<file path="src/rtl/int_sequencer_pkg.sv">
// Shared types and constants for the interrupt sequencer: FSM states,
// default register addresses and STATUS word bit positions.
package int_pkg;

  typedef enum logic [2:0] {
    S_IDLE,
    S_DRAIN,
    S_ENTER,
    S_HANDLER,
    S_EXIT
  } int_state_e;

  localparam logic [31:0] INT_STATUS_ADDR_DFLT = 32'h9000_0038;
  localparam logic [31:0] INT_EPC_ADDR_DFLT    = 32'h9000_003C;

  localparam int unsigned STAT_BUSY       = 0;
  localparam int unsigned STAT_PENDING    = 1;
  localparam int unsigned STAT_IN_HANDLER = 2;
  localparam int unsigned STAT_ERR        = 3;
  localparam int unsigned STAT_MISSED_LSB = 8;
  localparam int unsigned STAT_MISSED_W   = 8;

  function automatic logic [31:0] pack_status(input logic [7:0] missed,
                                              input logic       err,
                                              input logic       in_handler,
                                              input logic       pending,
                                              input logic       busy);
    logic [31:0] w;
    w                                   = '0;
    w[STAT_BUSY]                        = busy;
    w[STAT_PENDING]                     = pending;
    w[STAT_IN_HANDLER]                  = in_handler;
    w[STAT_ERR]                         = err;
    w[STAT_MISSED_LSB +: STAT_MISSED_W] = missed;
    return w;
  endfunction

endpackage

</file>
<file path="src/rtl/int_sequencer_if.sv">
// CPU readback bus of the interrupt sequencer: read strobe, address and
// registered read data.
interface int_sequencer_if #(
  parameter int DATA_WIDTH = 32
) ();
  logic                  re;
  logic [DATA_WIDTH-1:0] addr;
  logic [DATA_WIDTH-1:0] rdata;

  modport master (output re, output addr, input rdata);
  modport slave  (input re, input addr, output rdata);
endinterface

</file>
<file path="src/rtl/int_sequencer_readback.sv">
// Address decode and registered read-data mux for the sequencer's STATUS
// and EPC words; one cycle of read latency, no read side effects.
module int_readback
  import int_pkg::*;
#(
  parameter int                    DATA_WIDTH  = 32,
  parameter logic [DATA_WIDTH-1:0] STATUS_ADDR = DATA_WIDTH'(INT_STATUS_ADDR_DFLT),
  parameter logic [DATA_WIDTH-1:0] EPC_ADDR    = DATA_WIDTH'(INT_EPC_ADDR_DFLT)
) (
  input  logic                  clock,
  input  logic                  reset,
  int_sequencer_if.slave        bus,
  input  logic [DATA_WIDTH-1:0] status,
  input  logic [DATA_WIDTH-1:0] epc
);

  logic [DATA_WIDTH-1:0] rdata_nxt;

  always_comb begin
    rdata_nxt = '0;
    if (bus.re) begin
      if (bus.addr == STATUS_ADDR) begin
        rdata_nxt = status;
      end else if (bus.addr == EPC_ADDR) begin
        rdata_nxt = epc;
      end
    end
  end

  always_ff @(posedge clock or negedge reset) begin
    if (!reset) begin
      bus.rdata <= '0;
    end else begin
      bus.rdata <= rdata_nxt;
    end
  end

endmodule

</file>
<file path="src/rtl/int_sequencer.sv">
// Core-side interrupt sequencer: latches triggers, drains the pipeline,
// redirects to the handler and back on iret. Optional: INT_DRAIN_TIMEOUT_EN.
module int_sequencer
  import int_pkg::*;
#(
  parameter int                    DATA_WIDTH      = 32,
  parameter logic [DATA_WIDTH-1:0] INT_STATUS_ADDR = DATA_WIDTH'(INT_STATUS_ADDR_DFLT),
  parameter logic [DATA_WIDTH-1:0] INT_EPC_ADDR    = DATA_WIDTH'(INT_EPC_ADDR_DFLT),
  parameter int unsigned           DRAIN_TIMEOUT   = 64
) (
  input  logic                  clock,
  input  logic                  reset,
  input  logic [DATA_WIDTH-1:0] int_pc,
  input  logic                  int_trigger,
  input  logic                  pipe_empty,
  input  logic [DATA_WIDTH-1:0] commit_pc,
  input  logic                  iret,
  int_sequencer_if.slave        bus,
  output logic                  stall_req,
  output logic                  redirect_valid,
  output logic [DATA_WIDTH-1:0] redirect_pc,
  output logic                  in_handler
);

  int_state_e            state, state_nxt;
  logic                  pending;
  logic [7:0]            missed;
  logic                  err;
  logic [DATA_WIDTH-1:0] hpc;
  logic [DATA_WIDTH-1:0] epc;
  logic                  enter;
  logic                  drain_expired;
  logic                  timeout_fire;
  logic [DATA_WIDTH-1:0] status;

`ifdef INT_DRAIN_TIMEOUT_EN
  logic [7:0] drain_cnt;

  always_ff @(posedge clock or negedge reset) begin
    if (!reset) begin
      drain_cnt <= '0;
      err       <= 1'b0;
    end else begin
      drain_cnt <= (state == S_DRAIN) ? drain_cnt + 8'd1 : '0;
      if (timeout_fire) begin
        err <= 1'b1;
      end
    end
  end

  assign drain_expired = (drain_cnt == 8'(DRAIN_TIMEOUT - 1));
`else
  logic unused_cfg;

  assign unused_cfg    = (DRAIN_TIMEOUT != 0);
  assign drain_expired = 1'b0;
  assign err           = 1'b0;
`endif

  // pipe_empty wins over an expiring timeout in the same DRAIN cycle
  assign enter        = (state == S_DRAIN) && pipe_empty;
  assign timeout_fire = (state == S_DRAIN) && !pipe_empty && drain_expired;

  always_ff @(posedge clock or negedge reset) begin
    if (!reset) begin
      state <= S_IDLE;
    end else begin
      state <= state_nxt;
    end
  end

  always_comb begin
    state_nxt = state;
    unique case (state)
      S_IDLE:    if (pending) state_nxt = S_DRAIN;
      S_DRAIN: begin
        if (enter) begin
          state_nxt = S_ENTER;
        end else if (timeout_fire) begin
          state_nxt = S_IDLE;
        end
      end
      S_ENTER:   state_nxt = S_HANDLER;
      S_HANDLER: if (iret) state_nxt = S_EXIT;
      S_EXIT:    state_nxt = pending ? S_DRAIN : S_IDLE;
      default:   state_nxt = S_IDLE;
    endcase
  end

  always_comb begin
    stall_req      = 1'b0;
    redirect_valid = 1'b0;
    redirect_pc    = '0;
    in_handler     = 1'b0;
    unique case (state)
      S_DRAIN:   stall_req = 1'b1;
      S_ENTER: begin
        stall_req      = 1'b1;
        redirect_valid = 1'b1;
        redirect_pc    = hpc;
      end
      S_HANDLER: in_handler = 1'b1;
      S_EXIT: begin
        redirect_valid = 1'b1;
        redirect_pc    = epc;
      end
      default: ;
    endcase
  end

  // a trigger in the same cycle as the clear leaves pending set
  always_ff @(posedge clock or negedge reset) begin
    if (!reset) begin
      pending <= 1'b0;
      missed  <= '0;
      hpc     <= '0;
      epc     <= '0;
    end else begin
      if (int_trigger) begin
        pending <= 1'b1;
        hpc     <= int_pc;
      end else if (enter || timeout_fire) begin
        pending <= 1'b0;
      end
      if (int_trigger && pending && (missed != 8'hFF)) begin
        missed <= missed + 8'd1;
      end
      if (enter) begin
        epc <= commit_pc;
      end
    end
  end

  assign status = DATA_WIDTH'(pack_status(missed, err, state == S_HANDLER,
                                          pending, state != S_IDLE));

  int_readback #(
    .DATA_WIDTH  (DATA_WIDTH),
    .STATUS_ADDR (INT_STATUS_ADDR),
    .EPC_ADDR    (INT_EPC_ADDR)
  ) u_readback (
    .clock  (clock),
    .reset  (reset),
    .bus    (bus),
    .status (status),
    .epc    (epc)
  );

endmodule
</file>
<file path="src/flat_wrapper.sv">
// flat-port wrapper written by rule: the top's interface ports become plain ports
module int_sequencer_flat import int_pkg::*;
#(
  parameter int                    DATA_WIDTH      = 32,
  parameter logic [DATA_WIDTH-1:0] INT_STATUS_ADDR = DATA_WIDTH'(INT_STATUS_ADDR_DFLT),
  parameter logic [DATA_WIDTH-1:0] INT_EPC_ADDR    = DATA_WIDTH'(INT_EPC_ADDR_DFLT),
  parameter int unsigned           DRAIN_TIMEOUT   = 64
)
  (clock, reset, int_pc, int_trigger, pipe_empty, commit_pc, iret, stall_req, redirect_valid, redirect_pc, in_handler, bus_re, bus_addr, bus_rdata);
  int_sequencer_if #(.DATA_WIDTH(DATA_WIDTH)) bus_i ();
  input  logic clock;
  input  logic reset;
  input  logic [DATA_WIDTH-1:0] int_pc;
  input  logic int_trigger;
  input  logic pipe_empty;
  input  logic [DATA_WIDTH-1:0] commit_pc;
  input  logic iret;
  output logic stall_req;
  output logic redirect_valid;
  output logic [DATA_WIDTH-1:0] redirect_pc;
  output logic in_handler;
  input wire logic [$bits(bus_i.re)-1:0] bus_re;
  input wire logic [$bits(bus_i.addr)-1:0] bus_addr;
  output wire logic [$bits(bus_i.rdata)-1:0] bus_rdata;
  assign bus_i.re = bus_re;
  assign bus_i.addr = bus_addr;
  assign bus_rdata = bus_i.rdata;
  int_sequencer #(.DATA_WIDTH(DATA_WIDTH), .INT_STATUS_ADDR(INT_STATUS_ADDR), .INT_EPC_ADDR(INT_EPC_ADDR), .DRAIN_TIMEOUT(DRAIN_TIMEOUT)) u_core (.clock(clock), .reset(reset), .int_pc(int_pc), .int_trigger(int_trigger), .pipe_empty(pipe_empty), .commit_pc(commit_pc), .iret(iret), .bus(bus_i), .stall_req(stall_req), .redirect_valid(redirect_valid), .redirect_pc(redirect_pc), .in_handler(in_handler));
endmodule
</file>
<file path="config.mk">
export PLATFORM = sky130hd
export DESIGN_NAME = int_sequencer_flat
export DESIGN_NICKNAME = d
export VERILOG_FILES = /design/src/rtl/int_sequencer_pkg.sv /design/src/rtl/int_sequencer_if.sv /design/src/rtl/int_sequencer_readback.sv /design/src/rtl/int_sequencer.sv /design/src/flat_wrapper.sv
export SDC_FILE = /design/constraint.sdc
export NUM_CORES = 1
export LEC_CHECK = 0
export CORE_UTILIZATION = 49
export DETAILED_ROUTE_END_ITERATION = 12
export GPL_ROUTABILITY_DRIVEN = 0
export PLACE_DENSITY = 0.89
export SLEW_MARGIN = 20
export SYNTH_ARGS = -nofsm -noshare
export SYNTH_HDL_FRONTEND = slang
export SYNTH_HIERARCHICAL = 1
export SYNTH_SLANG_ARGS = --single-unit
</file>
<file path="constraint.sdc">
create_clock -name clock -period 3.9 [get_ports clock]
set_clock_uncertainty 0.2 [all_clocks]
set_input_delay 0.585 -clock clock [delete_from_list [all_inputs] [get_ports clock]]
set_output_delay 0.585 -clock clock [all_outputs]
set_load 0.1 [all_outputs]
</file>
=== After elaboration in Yosys (flattened, before gate mapping) ===
Index checks and enable logic that the tools add are counted.

* Add/sub/neg operators: 1
* $mul: 0
* Div/mod/pow operators: 0
* $lt $le $gt $ge: 0
* Equality and inequality tests: 10
* Shift operators: 0
* Muxes and demuxes: 14
* Bitwise operators: 0
* Reductions and logical operators: 9

{| class="wikitable"
|+ Operators by type and width
! kind !! number
|-
| two-way mux 32 bit || 3
|-
| equality test 32 bit, second input constant || 2
|-
| case mux 32 bit (2 select lines) || 1
|-
| case mux 3 bit (5 select lines) || 1
|-
| two-way mux 3 bit || 3
|-
| adder 8 x 1 -> 8 bit, second input constant || 1
|-
| inequality test 8 bit, second input constant || 1
|-
| equality test 3 x 2 -> 1 bit, second input constant || 2
|-
| two-way mux 1 bit || 6
|-
| inequality test 2 x 1 -> 1 bit, second input constant || 2
|-
| OR reduction 2 bit || 2
|-
| equality test 3 x 1 -> 1 bit, second input constant || 1
|-
| equality test 3 bit, second input constant || 1
|-
| logical AND 1 bit || 3
|-
| zero test 3 bit || 1
|-
| AND reduction 3 bit || 1
|-
| nonzero test 3 bit || 1
|-
| inequality test 2 bit, second input constant || 1
|-
| nonzero test 2 bit || 1
|}

* Bits in registers: 108
* Bits in latches: 0
* Bits in writable memories: 0
* Bits in read-only memories: 0
* Input port bits: 102
* Output and inout bits: 67
* Word-level logic and storage cells: 40
* Memories kept: 0

=== Depth between registers and ports, before layout ===
Gate-level depths: netlist (run 1).

* Word-level depth: 4
* Gate-level depth with buffers: 5
* Mapped depth without buffers: 5

=== By module ===
Netlist (run 1), hierarchy kept.

{| class="wikitable"
|+ By module, submodules not included
! module !! times used !! cells an instance !! area an instance (µm²) !! sequential area each (µm²)
|-
| int_sequencer || 1 || 234 || 3298.2 || 1901.8
|-
| int_readback || 1 || 116 || 1651.6 || 800.8
|}

=== Worst setup path before layout (run 1) ===
Ideal clock, no wire load.

* Path type: register -> output
* Start: reg u_core.state[2]
* End: out redirect_pc[0]
* Arrival: 1.922 ns
* Data required time: 3.115 ns
* Path slack: 1.193 ns
* Cell stages (with the launch flop): 5
* Path buffers: 1
* Cell sequence: dfrtp_1 > nand2b_1 > nor2_1 > clkbuf_1 > a22o_1

* Word-level cells in the longest chain between the ends: 2
* Elaborated cells on any way between the ends: 3

{| class="wikitable"
|+ Ends and longest elaborated chain
! element !! line !! RTL
|-
| start: declaration || int_sequencer.sv:25 || <nowiki>int_state_e state, state_nxt;</nowiki>
|-
| start signal: assignment || int_sequencer.sv:68 || <nowiki>state <= state_nxt;</nowiki>
|-
| equality test 3 bit / equality test 3 x 2 -> 1 bit (equally long branches) || int_sequencer.sv:95 || <nowiki>unique case (state)</nowiki>
|-
| case mux 32 bit (2 select lines) * || int_sequencer.sv:95 ||
|-
| end: declaration || flat_wrapper.sv:20 || <nowiki>output logic [DATA_WIDTH-1:0] redirect_pc;</nowiki>
|}

Mark *: on every way between the ends. The rest lies on a longest branch, timed or not.

=== Worst setup path in the final report (run 1) ===
* Start: reg u_core.state[2]
* End: out redirect_pc[29]

The elaborated chain is that of the path after synthesis.

==> results of run 1 <==
## logic make-up (layout without fill, tap and decap cells)
group | count (synthesis) | after routing | synth area share [%]
xor+xnor | 5 | 5 | 0.885
simple gates | 70 | 70 | 12.8
flops | 108 | 108 | 54.6
buf+inv | 27 | 193 | 3.03
mux | 99 | 99 | 21.8
compound gates | 39 | 39 | 6.57
fa+ha+maj | 1 | 1 | 0.253
other cells | 1 | 21 | 0.0758
## layout make-up
| type | count | area [um2] | share of cell area [%] |
|---|---|---|---|
| Sequential cell | 108 | 2700 | 38.9 |
| Multi-Input combinational cell | 235 | 2190 | 31.4 |
| Timing Repair Buffer | 175 | 1630 | 23.5 |
| Tap cell | 133 | 166 | 2.39 |
| Clock buffer | 11 | 151 | 2.18 |
| Clock inverter | 5 | 106 | 1.53 |
| Inverter | 2 | 7.51 | 0.108 |
## registers in the layout, indices dropped and copies added, names as in the netlist
| signal | count |
|---|---|
| u_core/epc | 32 |
| u_core/hpc | 32 |
| u_core/missed | 8 |
| u_core/pending | 1 |
| u_core/state | 3 |
| u_core/u_readback/bus.rdata | 32 |
## critical path, cell delays in order (launching register included)
cell                       delay [ns]
sky130_fd_sc_hd__dfrtp_1         0.47
sky130_fd_sc_hd__nand2b_1        0.22
sky130_fd_sc_hd__nor2_2          0.51
sky130_fd_sc_hd__buf_4           0.39
sky130_fd_sc_hd__a22o_1          0.23
sky130_fd_sc_hd__buf_4           0.30
## cells in the final DEF (no fill, tap or decap), types with 3 or more instances in the layout
cell type / instances
sky130_fd_sc_hd__nand2_1: 7
sky130_fd_sc_hd__a22o_1: 32
sky130_fd_sc_hd__nor3_2: 30
sky130_fd_sc_hd__clkbuf_8: 11
sky130_fd_sc_hd__a21oi_1: 4
sky130_fd_sc_hd__xnor2_1: 4
sky130_fd_sc_hd__nor2_1: 4
sky130_fd_sc_hd__conb_1: 21
sky130_fd_sc_hd__bufinv_16: 3
sky130_fd_sc_hd__mux2_2: 65
sky130_fd_sc_hd__clkdlybuf4s50_1: 130
sky130_fd_sc_hd__mux2i_1: 33
sky130_fd_sc_hd__nand3_1: 3
sky130_fd_sc_hd__dfrtp_1: 108
sky130_fd_sc_hd__buf_4: 43
## final timing paths
kind	slack [ns]	end	cells past startpoint	from
max	0.62	redirect_pc[29]	5	u_core/state[2]
min in group clock	0.32	u_core/hpc[22]	1	u_core/hpc[22]
max reg2reg	1.64	u_core/epc[19]	4	u_core/state[1]
min	0.07	u_core/hpc[21]	1	reset
max in group asynchronous	2.58	u_core/hpc[8]	2	reset
min reg2reg	0.32	u_core/hpc[22]	1	u_core/hpc[22]
## through the flow
step | cell area (um2) | hold slack [ns] | setup slack [ns] | cells | power (uW)
2_1_floorplan | 5020 | 0.0894 | 1.19 | 370 | 3080
3_3_place_gp | 6700 | 0.290 | 1.07 | 653 | 3510
3_5_place_dp | 6700 | 0.299 | 1.00 | 653 | 3560
4_1_cts | 6950 | 0.0763 | 0.575 | 669 | 4410
5_1_grt | 6950 | 0.104 | 0.456 | 669 | 4570
6_report | 6950 | 0.0689 | 0.621 | 669 | 4370
## layer usage
metal  vias up  part of all wire, %  GRT usage, %
li1       1628                    -             -
met1      1740                   40          29.3
met2       129                   52          41.6
met3        25                  5.5          4.81
met4         0                  3.0          13.2
met5         -                    0             0
## power by group through the flow
stage	clock network, uW	logic [uW]	registers [uW]
floorplan	0	1530	1550
global placement	0	1870	1640
detailed placement	0	1910	1650
CTS	864	1910	1630
global route	904	2000	1670
finish	841	1900	1630
==> flow_summary.rst, run 1 <==
.. list-table::
   :header-rows: 1

   * - Metric
     - Value
   * - Startpoint type of the worst setup path
     - flip-flop
   * - P per Cell Area
     - between 600 and 700 mW/mm2
   * - Placement Rows
     - 36
   * - Data arrival time of the critical path
     - about 2.5 ns
   * - Most area-hungry cell type in the Yosys netlist
     - sky130_fd_sc_hd__dfrtp_1
   * - Post-CTS Repair Setup Buffers
     - 0
   * - Starting DRC count in detailed routing
     - 140
   * - H-tree depth
     - 3
   * - Share of total power in sequential cells
     - ~37%
   * - Avg Inst Size Synth
     - between 10 and 15 um2
   * - Maximum net fanout on the critical path
     - 21
   * - Clock root buffer master
     - sky130_fd_sc_hd__clkbuf_8
   * - Predominant post-synthesis flop cell
     - sky130_fd_sc_hd__dfrtp_1
   * - Synth unique cells
     - 40
   * - Sum of negative setup slack
     - 0 ns
   * - Initial standard-cell utilization of the core
     - about half
   * - Maximum Capacitance Violations
     - 0
   * - Yosys top cell area share
     - between 50% and 60%
   * - Clk pin slew, worst setup/hold paths
     - 0.10 ns
   * - Largest net degree at the start of global routing
     - between 50 and 60
   * - Aggregate routed wire length
     - 12.1 mm
   * - Floorplan Core Area
     - 0.00977 mm2
   * - Leakage power figure
     - ~0.003 uW
   * - Hold buffers post-CTS
     - 0
   * - Worst min-delay path category
     - input pin to async pin
   * - Unrepaired setup endpoints after global routing
     - no
   * - First-pass DRT Iterations
     - 7
   * - Port bufs
     - 168
   * - Summed instance area of the synthesized netlist
     - 0.00495 mm2
   * - Portion of the post-synthesis area used by sequential elements
     - a little over half
   * - Synth Register Bits
     - roughly 110
   * - Number of sinks on the clock net
     - 108
   * - Internal power consumption
     - between 2000 and 2500 uW
   * - Gate Count Post-Synth
     - 350
   * - Fraction of power consumed by the clock network
     - a little under a fifth
   * - Final net count
     - 634
   * - PostCTS Resize Cnt
     - 0
   * - Most instantiated cells after synthesis
     - sky130_fd_sc_hd__dfrtp_1, sky130_fd_sc_hd__mux2_2, sky130_fd_sc_hd__mux2i_1, sky130_fd_sc_hd__a22o_1, sky130_fd_sc_hd__nor3_2
   * - Post-synth ARST share
     - 100%
   * - Die extent in y
     - slightly above 100 um
   * - Overall track demand over capacity in global routing
     - about a quarter
   * - Final core utilization
     - 71.1%
   * - Synth top area cells
     - sky130_fd_sc_hd__dfrtp_1, sky130_fd_sc_hd__mux2_2, sky130_fd_sc_hd__mux2i_1, sky130_fd_sc_hd__nor3_2, sky130_fd_sc_hd__a22o_1
   * - Total vias in the final route
     - between 3,000 and 4,000
   * - Fraction of power consumed by combinational cells
     - 43.5%
   * - Total congestion overflow after global routing
     - 0
   * - Detailed-route wire length per cell
     - roughly 18 um
   * - Most used standard cell by instance count after synthesis
     - sky130_fd_sc_hd__dfrtp_1
   * - Kind of critical path
     - flip-flop to output port
   * - Sw frac
     - about 43%
   * - Max Clk Rate
     - a little over 0.3 GHz
   * - Number of flops mapped to enable cells by yosys
     - 0
   * - Longest Clk Path Bufs
     - 2
   * - Die ar.
     - between 0.01 and 0.015 mm2
   * - VDD IR max
     - 0.000727 V
   * - Relative slew slack
     - 30.5%
   * - Inserted Clock Buffers
     - 9
   * - Max-slew violation total from the final report
     - 0
   * - Via count of the first global-routing pass
     - 3,749
   * - Min cycle time layout
     - ~3.3 ns
   * - Area added between synthesis and finish
     - 40.5%
   * - Inserted Diodes
     - 0
   * - Number of routed nets with antenna violations
     - 0
   * - Post-detailed-route DRC marker count
     - 0
   * - Capturing element type of the critical path
     - output port
   * - Clock latency reported for the late side of the worst-skew pair
     - roughly 0.37 ns
   * - Data required, critical path
     - 3.12 ns
   * - Antenna violations before repair
     - 0
   * - Run status
     - finished clean
   * - TritonCTS clock tree
     - done
   * - Slew at the pin closest to its max-slew limit
     - around 1.0 ns
   * - Via-to-Cell Ratio
     - approximately 5.3
   * - Final HPWL DP
     - between 8 and 9 mm
   * - Yosys Warn Count
     - 6
   * - Post-route clock period utilization
     - a little over four fifths
   * - Final Hold Fails
     - 0
   * - Share of post-route cells with drive strength above 1
     - 31.7%
   * - Number of failing setup endpoints in the final timing report
     - 0
   * - Die width
     - just over 100 um
   * - Count of pins on the block boundary
     - 169
   * - First-pass GRT wire length
     - 18.9 mm
   * - Total net switching power
     - 1880 uW
   * - Filler cell count
     - around 700
Power figures use the tool's default switching activity.
==> run 2: changes to the inputs <==
--- a/config.mk
+++ b/config.mk
@@ -5,10 +5,10 @@
 export SDC_FILE = /design/constraint.sdc
 export NUM_CORES = 1
 export LEC_CHECK = 0
-export CORE_UTILIZATION = 49
+export CORE_UTILIZATION = 46
 export DETAILED_ROUTE_END_ITERATION = 12
 export GPL_ROUTABILITY_DRIVEN = 0
-export PLACE_DENSITY = 0.89
+export PLACE_DENSITY = 0.85
 export SLEW_MARGIN = 20
 export SYNTH_ARGS = -nofsm -noshare
 export SYNTH_HDL_FRONTEND = slang
==> constraint.sdc (replaced) <==
create_clock -name clock -period 3.4 [get_ports clock]
set_clock_uncertainty 0.2 [all_clocks]
set_input_delay 0.51 -clock clock [delete_from_list [all_inputs] [get_ports clock]]
set_output_delay 0.51 -clock clock [all_outputs]
set_load 0.1 [all_outputs]
==> run 2 against run 1 <==
The run now ends with negative hold slack left. Register-to-register slack worse by 0.39 ns. Via count grew 0.17%. Non-clock buffer count up 3. First-iteration DRC count decreased by 4.3%. Sequential power grew 15%. Power grew 16%. Cell count is 0.90% higher. Cell area increased by 2.9%. Utilization down 2.1 points. Wire length is 1.4% higher. Flip-flop and latch count unchanged. Clock-buffer cell count decreased by 1. Critical endpoint is now redirect_pc[16]. Largest cell class unchanged. Highest routed layer unchanged.
==> flow_summary.rst, run 2 (synthesis gave the netlist of run 1 again) <==
.. list-table::
   :header-rows: 1

   * - Metric
     - Value
   * - Met3 usage in global routing
     - 3.83% (was 4.81%)
   * - Sw frac
     - 44.2% (was 43.1%)
   * - Overall track demand over capacity in global routing
     - 23.2% (was 24.4%)
   * - Longest Clk Path Bufs
     - 2 (unchanged)
   * - Via-to-Cell Ratio
     - 5.23 (was 5.26)
   * - Peak-usage layer in the global routing report
     - met2 (unchanged)
   * - Data required, critical path
     - 2.69 ns (was 3.12 ns)
   * - Die ar.
     - 0.0112 mm2 (was 0.0105 mm2)
   * - Total net switching power
     - 2240 uW (was 1880 uW)
   * - Final HPWL DP
     - 9.03 mm (was 8.55 mm)
   * - Worst Reg2Reg Path Length in Cells
     - 4 (unchanged)
   * - Aggregate routed wire length
     - 12.3 mm (was 12.1 mm)
   * - Most used cells in the layout excluding fill and tap cells
     - sky130_fd_sc_hd__clkdlybuf4s50_1, sky130_fd_sc_hd__dfrtp_1, sky130_fd_sc_hd__mux2_2, sky130_fd_sc_hd__buf_4, sky130_fd_sc_hd__mux2i_1 (unchanged)
   * - Starting DRC count in detailed routing
     - 134 (was 140)
   * - Dpl cells
     - 659 (was 653)
   * - Clock root buffer master
     - sky130_fd_sc_hd__clkbuf_8 (unchanged)
   * - Number of routed nets with antenna violations
     - 0 (unchanged)
   * - Floorplan Core Area
     - 0.0104 mm2 (was 0.00977 mm2)
   * - Slew at the pin closest to its max-slew limit
     - 1.01 ns (was 1.04 ns)
   * - Number of failing setup endpoints in the final timing report
     - 0 (unchanged)
   * - Leakage power figure
     - 0.00308 uW (was 0.00299 uW)
   * - H-tree depth
     - 3 (unchanged)
   * - PostCTS Resize Cnt
     - 0 (unchanged)
   * - Worst min-delay path category
     - input pin to async pin (unchanged)
   * - Routing usage on met1
     - 28.3% (was 29.3%)
   * - TritonCTS clock tree
     - done (unchanged)
   * - Inserted Clock Buffers
     - 9 (unchanged)
   * - Unrepaired setup endpoints after global routing
     - no (unchanged)
   * - First-pass DRT Iterations
     - 5 (was 7)
   * - Clock latency reported for the late side of the worst-skew pair
     - 0.36 ns (was 0.37 ns)
   * - P per Cell Area
     - 708 mW/mm2 (was 629 mW/mm2)
   * - Max Clk Rate
     - between 0.3 and 0.4 GHz
   * - Inserted Diodes
     - 0 (unchanged)
   * - Summed area of non-filler cells in the final layout
     - 0.00716 mm2 (was 0.00695 mm2)
   * - Run status
     - complete, but fails checks (was finished clean)
   * - VDD IR max
     - 0.000722 V (was 0.000727 V)
   * - Maximum Capacitance Violations
     - 0 (unchanged)
   * - Number of sinks on the clock net
     - 108 (unchanged)
   * - Data arrival time of the critical path
     - 2.34 ns (was 2.49 ns)
   * - Largest net degree at the start of global routing
     - 60 (was 58)
   * - GRT met2 Usage
     - 40.8% (was 41.6%)
   * - Total vias in the final route
     - 3,528 (was 3,522)
   * - Fraction of power consumed by combinational cells
     - 47.8% (was 43.5%)
   * - Final net count
     - 637 (was 634)
   * - Die extent in y
     - 106 um (was 103 um)
   * - Area added between synthesis and finish
     - 44.6% (was 40.5%)
   * - Failing checks
     - negative hold slack
   * - Post-detailed-route DRC marker count
     - 0 (unchanged)
   * - Final Hold Fails
     - 4 (was 0)
   * - Clk pin slew, worst setup/hold paths
     - 0.11 ns (was 0.10 ns)
   * - Placement Rows
     - 37 (was 36)
   * - Initial standard-cell utilization of the core
     - 47.7% (was 50.6%)
   * - Share of total power in sequential cells
     - 37.0% (was 37.2%)
   * - Port bufs
     - 168 (unchanged)
   * - Post-route clock period utilization
     - between 80 and 90%
   * - Internal power consumption
     - 2830 uW (was 2490 uW)
   * - Detailed-route wire length per cell
     - 18.2 um (was 18.1 um)
   * - Placed cell areas
     - 0.00696 mm2 (was 0.00670 mm2)
   * - Launch point of the worst reg-to-reg path
     - u_core/state[1] (unchanged)
   * - Kind of critical path
     - flip-flop to output port (unchanged)
   * - Fraction of power consumed by the clock network
     - 15.2% (was 19.2%)
   * - Antenna violations before repair
     - 0 (unchanged)
   * - Sum of negative setup slack
     - 0 ns (unchanged)
   * - Most common library cell in the layout ignoring fill and taps
     - sky130_fd_sc_hd__clkdlybuf4s50_1 (unchanged)
   * - Registers with the most flip-flops
     - u_core/epc: 32 flops, u_core/hpc: 32 flops, u_core/u_readback/bus.rdata: 32 flops (unchanged)
   * - Hold WS
     - -0.00622 ns (was 0.0689 ns)
   * - Startpoint type of the worst setup path
     - flip-flop (unchanged)
   * - Worst reg2reg endpoint
     - u_core/epc[28] (was u_core/epc[19])
   * - Via count of the first global-routing pass
     - 3,827 (was 3,749)
   * - Flop2flop setup slack
     - 1.25 ns (was 1.64 ns)
   * - Relative slew slack
     - 32.6% (was 30.5%)
   * - Post-CTS Repair Setup Buffers
     - 0 (unchanged)
   * - Number of non-filler instances in the completed layout
     - 675 (was 669)
   * - Hold buffers post-CTS
     - 0 (unchanged)
   * - Maximum net fanout on the critical path
     - 19 (was 21)
   * - Count of pins on the block boundary
     - 169 (unchanged)
   * - Capturing element type of the critical path
     - output port (unchanged)
   * - Share of post-route cells with drive strength above 1
     - 35.3% (was 31.7%)
   * - Max-slew violation total from the final report
     - 0 (unchanged)
   * - Die width
     - 106 um (was 103 um)
   * - Total congestion overflow after global routing
     - 0 (unchanged)
   * - Min cycle time layout
     - 3.05 ns
   * - First-pass GRT wire length
     - 19.9 mm (was 18.9 mm)
==> run 2: changes by cell type in the layout (fill, tap and decap cells not counted), sizes merged <==
cell / delta
buf: +20
clkdlybuf4s50: -17
bufinv: -3
inv: +3
clkbuf: -1
clkinv: +1
==> run 2: final cells by class <==
cell class / count / area (um2)
Sequential cell: 108 / 2700
Timing Repair Buffer: 178 / 1890
Clock buffer: 10 / 138
Fill cell: 752 / 3210
Tap cell: 136 / 170
Multi-Input combinational cell: 235 / 2190
Clock inverter: 6 / 63.8
Inverter: 2 / 7.51
==> run 2: per-stage QoR <==
step	util (%)	power (uW)	worst slack (ns)
2_1_floorplan	-	3540	0.768
5_1_grt	69.0	5290	0.229
3_3_place_gp	67.1	4260	0.810
3_5_place_dp	67.1	4330	0.787
4_1_cts	69.0	5110	0.363
6_report	69.0	5070	0.355
==> run 2: worst max-delay path: stages, from the launching register on <==
cell                      delay, ns
sky130_fd_sc_hd__dfrtp_1       0.51
sky130_fd_sc_hd__nor3b_4       0.65
sky130_fd_sc_hd__buf_4         0.38
sky130_fd_sc_hd__a22o_1        0.24
sky130_fd_sc_hd__buf_12        0.19
==> run 2: power by group through the flow <==
| stage | logic (uW) | clock network, uW | registers, uW |
|---|---|---|---|
| after CTS | 2440 | 796 | 1870 |
| after floorplan | 1760 | 0 | 1780 |
| after detailed placement | 2430 | 0 | 1900 |
| after global placement | 2380 | 0 | 1880 |
| after global routing | 2530 | 841 | 1920 |
| final | 2420 | 770 | 1870 |
==> run 2: worst max path at each step <==
stage	from	end	slack [ns]	cells after the start
after floorplan	u_core/state[2]	redirect_pc[0]	0.77	4
after global placement	u_core/state[0]	redirect_pc[16]	0.81	4
after detailed placement	u_core/state[2]	redirect_pc[16]	0.79	4
after CTS	u_core/state[2]	redirect_pc[16]	0.36	4
after global routing	u_core/state[2]	redirect_pc[16]	0.23	4
final	u_core/state[2]	redirect_pc[16]	0.35	4
==> run 2: layer usage <==
metal	vias to the layer above	routed length [um]
met3	23	617
li1	1632	-
met2	120	6300
met1	1753	5050
met4	0	314
met5	-	0
==> run 3: changes to the inputs <==
--- a/config.mk
+++ b/config.mk
@@ -6,6 +6,7 @@
 export NUM_CORES = 1
 export LEC_CHECK = 0
 export CORE_UTILIZATION = 46
+export CTS_CLUSTER_SIZE = 12
 export DETAILED_ROUTE_END_ITERATION = 12
 export GPL_ROUTABILITY_DRIVEN = 0
 export PLACE_DENSITY = 0.85
==> results of run 3 <==
Final layout, timing and power as in run 2 (identical DEF).
==> RTL edit: new RTL, config.mk and constraints of run 2 <==
`DATA_WIDTH` is set to 32 in 4 places; all go to 48.
--- a/src/rtl/int_sequencer_if.sv
+++ b/src/rtl/int_sequencer_if.sv
@@ -1,7 +1,7 @@
 // CPU readback bus of the interrupt sequencer: read strobe, address and
 // registered read data.
 interface int_sequencer_if #(
-  parameter int DATA_WIDTH = 32
+  parameter int DATA_WIDTH = 48
 ) ();
   logic                  re;
   logic [DATA_WIDTH-1:0] addr;
--- a/src/rtl/int_sequencer_readback.sv
+++ b/src/rtl/int_sequencer_readback.sv
@@ -3,7 +3,7 @@
 module int_readback
   import int_pkg::*;
 #(
-  parameter int                    DATA_WIDTH  = 32,
+  parameter int                    DATA_WIDTH  = 48,
   parameter logic [DATA_WIDTH-1:0] STATUS_ADDR = DATA_WIDTH'(INT_STATUS_ADDR_DFLT),
   parameter logic [DATA_WIDTH-1:0] EPC_ADDR    = DATA_WIDTH'(INT_EPC_ADDR_DFLT)
 ) (
--- a/src/rtl/int_sequencer.sv
+++ b/src/rtl/int_sequencer.sv
@@ -3,7 +3,7 @@
 module int_sequencer
   import int_pkg::*;
 #(
-  parameter int                    DATA_WIDTH      = 32,
+  parameter int                    DATA_WIDTH      = 48,
   parameter logic [DATA_WIDTH-1:0] INT_STATUS_ADDR = DATA_WIDTH'(INT_STATUS_ADDR_DFLT),
   parameter logic [DATA_WIDTH-1:0] INT_EPC_ADDR    = DATA_WIDTH'(INT_EPC_ADDR_DFLT),
   parameter int unsigned           DRAIN_TIMEOUT   = 64
--- a/src/flat_wrapper.sv
+++ b/src/flat_wrapper.sv
@@ -1,7 +1,7 @@
 // flat-port wrapper written by rule: the top's interface ports become plain ports
 module int_sequencer_flat import int_pkg::*;
 #(
-  parameter int                    DATA_WIDTH      = 32,
+  parameter int                    DATA_WIDTH      = 48,
   parameter logic [DATA_WIDTH-1:0] INT_STATUS_ADDR = DATA_WIDTH'(INT_STATUS_ADDR_DFLT),
   parameter logic [DATA_WIDTH-1:0] INT_EPC_ADDR    = DATA_WIDTH'(INT_EPC_ADDR_DFLT),
   parameter int unsigned           DRAIN_TIMEOUT   = 64
Ports: changed (5 resized); port bits go from 169 to 249. No check against the original RTL was run, so the function may have changed too.
==> RTL edit against run 2 <==
Sequential cell count grew 48; area after synthesis grew 38%; critical path depth grew 1; combinational power grew 38%; cell count grew 44%; worst setup slack lost 130 ps; final area grew 45%; wire length grew 49%; count of clock-buffer cells in the layout grew 15; power grew 57%.
==> RTL edit: results (changes against run 2) <==
[run_status]
status = finished clean

[critical_path]
critPathSlowestCell = nor2_4
slowest_delay_ps = 530  ; -120 ps
worstPathMaxFanout = 23  ; +4
cp.arrival_ps = 2460  ; +120 ps

[clocking]
h-tree-depth = 4  ; +1
post_cts_buffers = 0  ; unchanged
cts_made_buffers = 17  ; +8
post_cts_resize_count = 0  ; unchanged
postCtsHoldBufs = 1  ; +1
root_buffer = clkbuf_16
clk_pin_slew_worst_paths_ps = 60  ; -50 ps
clkLatencyLatePin_ps = 420  ; +60 ps

[final_layout]
reg.largest.list = u_core/epc x48, u_core/hpc x48, u_core/u_readback/bus.rdata x48
fillCellCount = 969  ; +29%
final_nets = 929  ; +46%
drive_above_1_share = 0.324  ; -0.0285

[pwr]
pg_comb_mw = 3.34  ; +38%
p_clk_frac = 0.245  ; +0.093
peakVddDrop_mv = 0.625  ; -13%
p_sw_mw = 3.16  ; +41%
cellLeakagePower_nw = 4.58  ; +49%
seq_power_share = 0.334  ; -0.036

[placed_design]
numPortBuffers = 248  ; +48%
placed_area_um2 = 9730  ; +40%

[grt]
grt_max_degree = 70  ; +17%
grt_util_met1 = 0.286  ; +0.00324
use_met3 = 0.0554  ; +0.0171
grt_use_met2 = 0.438  ; +0.0306
grt_pass1_wl_um = 27900  ; +40%
grt_pass1_vias = 5393  ; +41%
groute.usage.overall = 0.247  ; +0.0145

[detailed_routing]
drt_iter0_markers = 165  ; +23%
wl_met1_um = 7120  ; +41%
dr.pass1.iters = 5  ; unchanged
wl_met3_um = 1140  ; +85%
dr_wl_met2_um = 9590  ; +52%
drt_wl_total_um = 18300  ; +49%
routed-via-count = 5163  ; +46%
top_layer = met4

[logic_synthesis]
yosysSeqAreaShare = 0.572  ; +0.0263
synthTopCellsByCount = dfrtp_1, mux2_2, mux2i_1
synth_area_leaders = dfrtp_1, mux2_2, mux2i_1
synth.distinct_cells = 38  ; -5.0%

[sta]
worstMarginPinSlew_ps = 1010  ; -0.921 ps

[hold_path]
hp-class = reg -> reg

-- RTL edit: cell types whose count changed in the layout (fill, tap and decap cells not counted), moves of 16 or more --
cell	before	now
buf_4	41	72
dfrtp_1	108	156
conb_1	21	37
clkdlybuf4s50_1	113	156
nor3_1	2	28
mux2i_1	33	49
a22o_1	32	48
mux2_2	65	97
clkbuf_16	0	17
-- RTL edit: final cells by class --
cell class,instances,area share
Inverter,2,0.000725
Tap cell,184,0.0222
Sequential cell,156,0.377
Timing Repair Buffer,261,0.262
Clock buffer,25,0.0488
Multi-Input combinational cell,340,0.279
Clock inverter,6,0.0104
-- RTL edit: cell families (layout without fill, tap and decap cells) --
family | count (synthesis) | after routing | share of synthesized area
buffers and inverters | 39 | 294 | 0.0279
flip-flops | 156 | 156 | 0.572
AND/OR/NAND/NOR | 95 | 95 | 0.0897
XOR/XNOR | 5 | 5 | 0.00642
adder cells (fa/ha/maj) | 1 | 1 | 0.00183
AO/OA/AOI/OAI | 55 | 55 | 0.0677
multiplexers | 147 | 147 | 0.234
other | 1 | 37 | 0.000550
-- RTL edit: worst paths after layout --
path,end,slack (ps),from,cells after the start
worst max register to register,u_core/epc[36],1450,u_core/state[1],4
worst max-delay path,redirect_pc[40],230,u_core/state[2],5
worst min register to register,u_core/hpc[21],310,u_core/hpc[21],1
worst min-delay path,u_core/hpc[21],310,u_core/hpc[21],1
min in group asynchronous,u_core/hpc[31],480,reset,2
max in group asynchronous,u_core/u_readback/bus.rdata[27],1560,reset,3
-- RTL edit: through the flow --
step	util	setup slack, ps	cells
2_1_floorplan	-	745	535
3_3_place_gp	0.672	574	942
3_5_place_dp	0.672	511	942
4_1_cts	0.715	215	974
5_1_grt	0.715	97.7	974
6_report	0.715	230	974
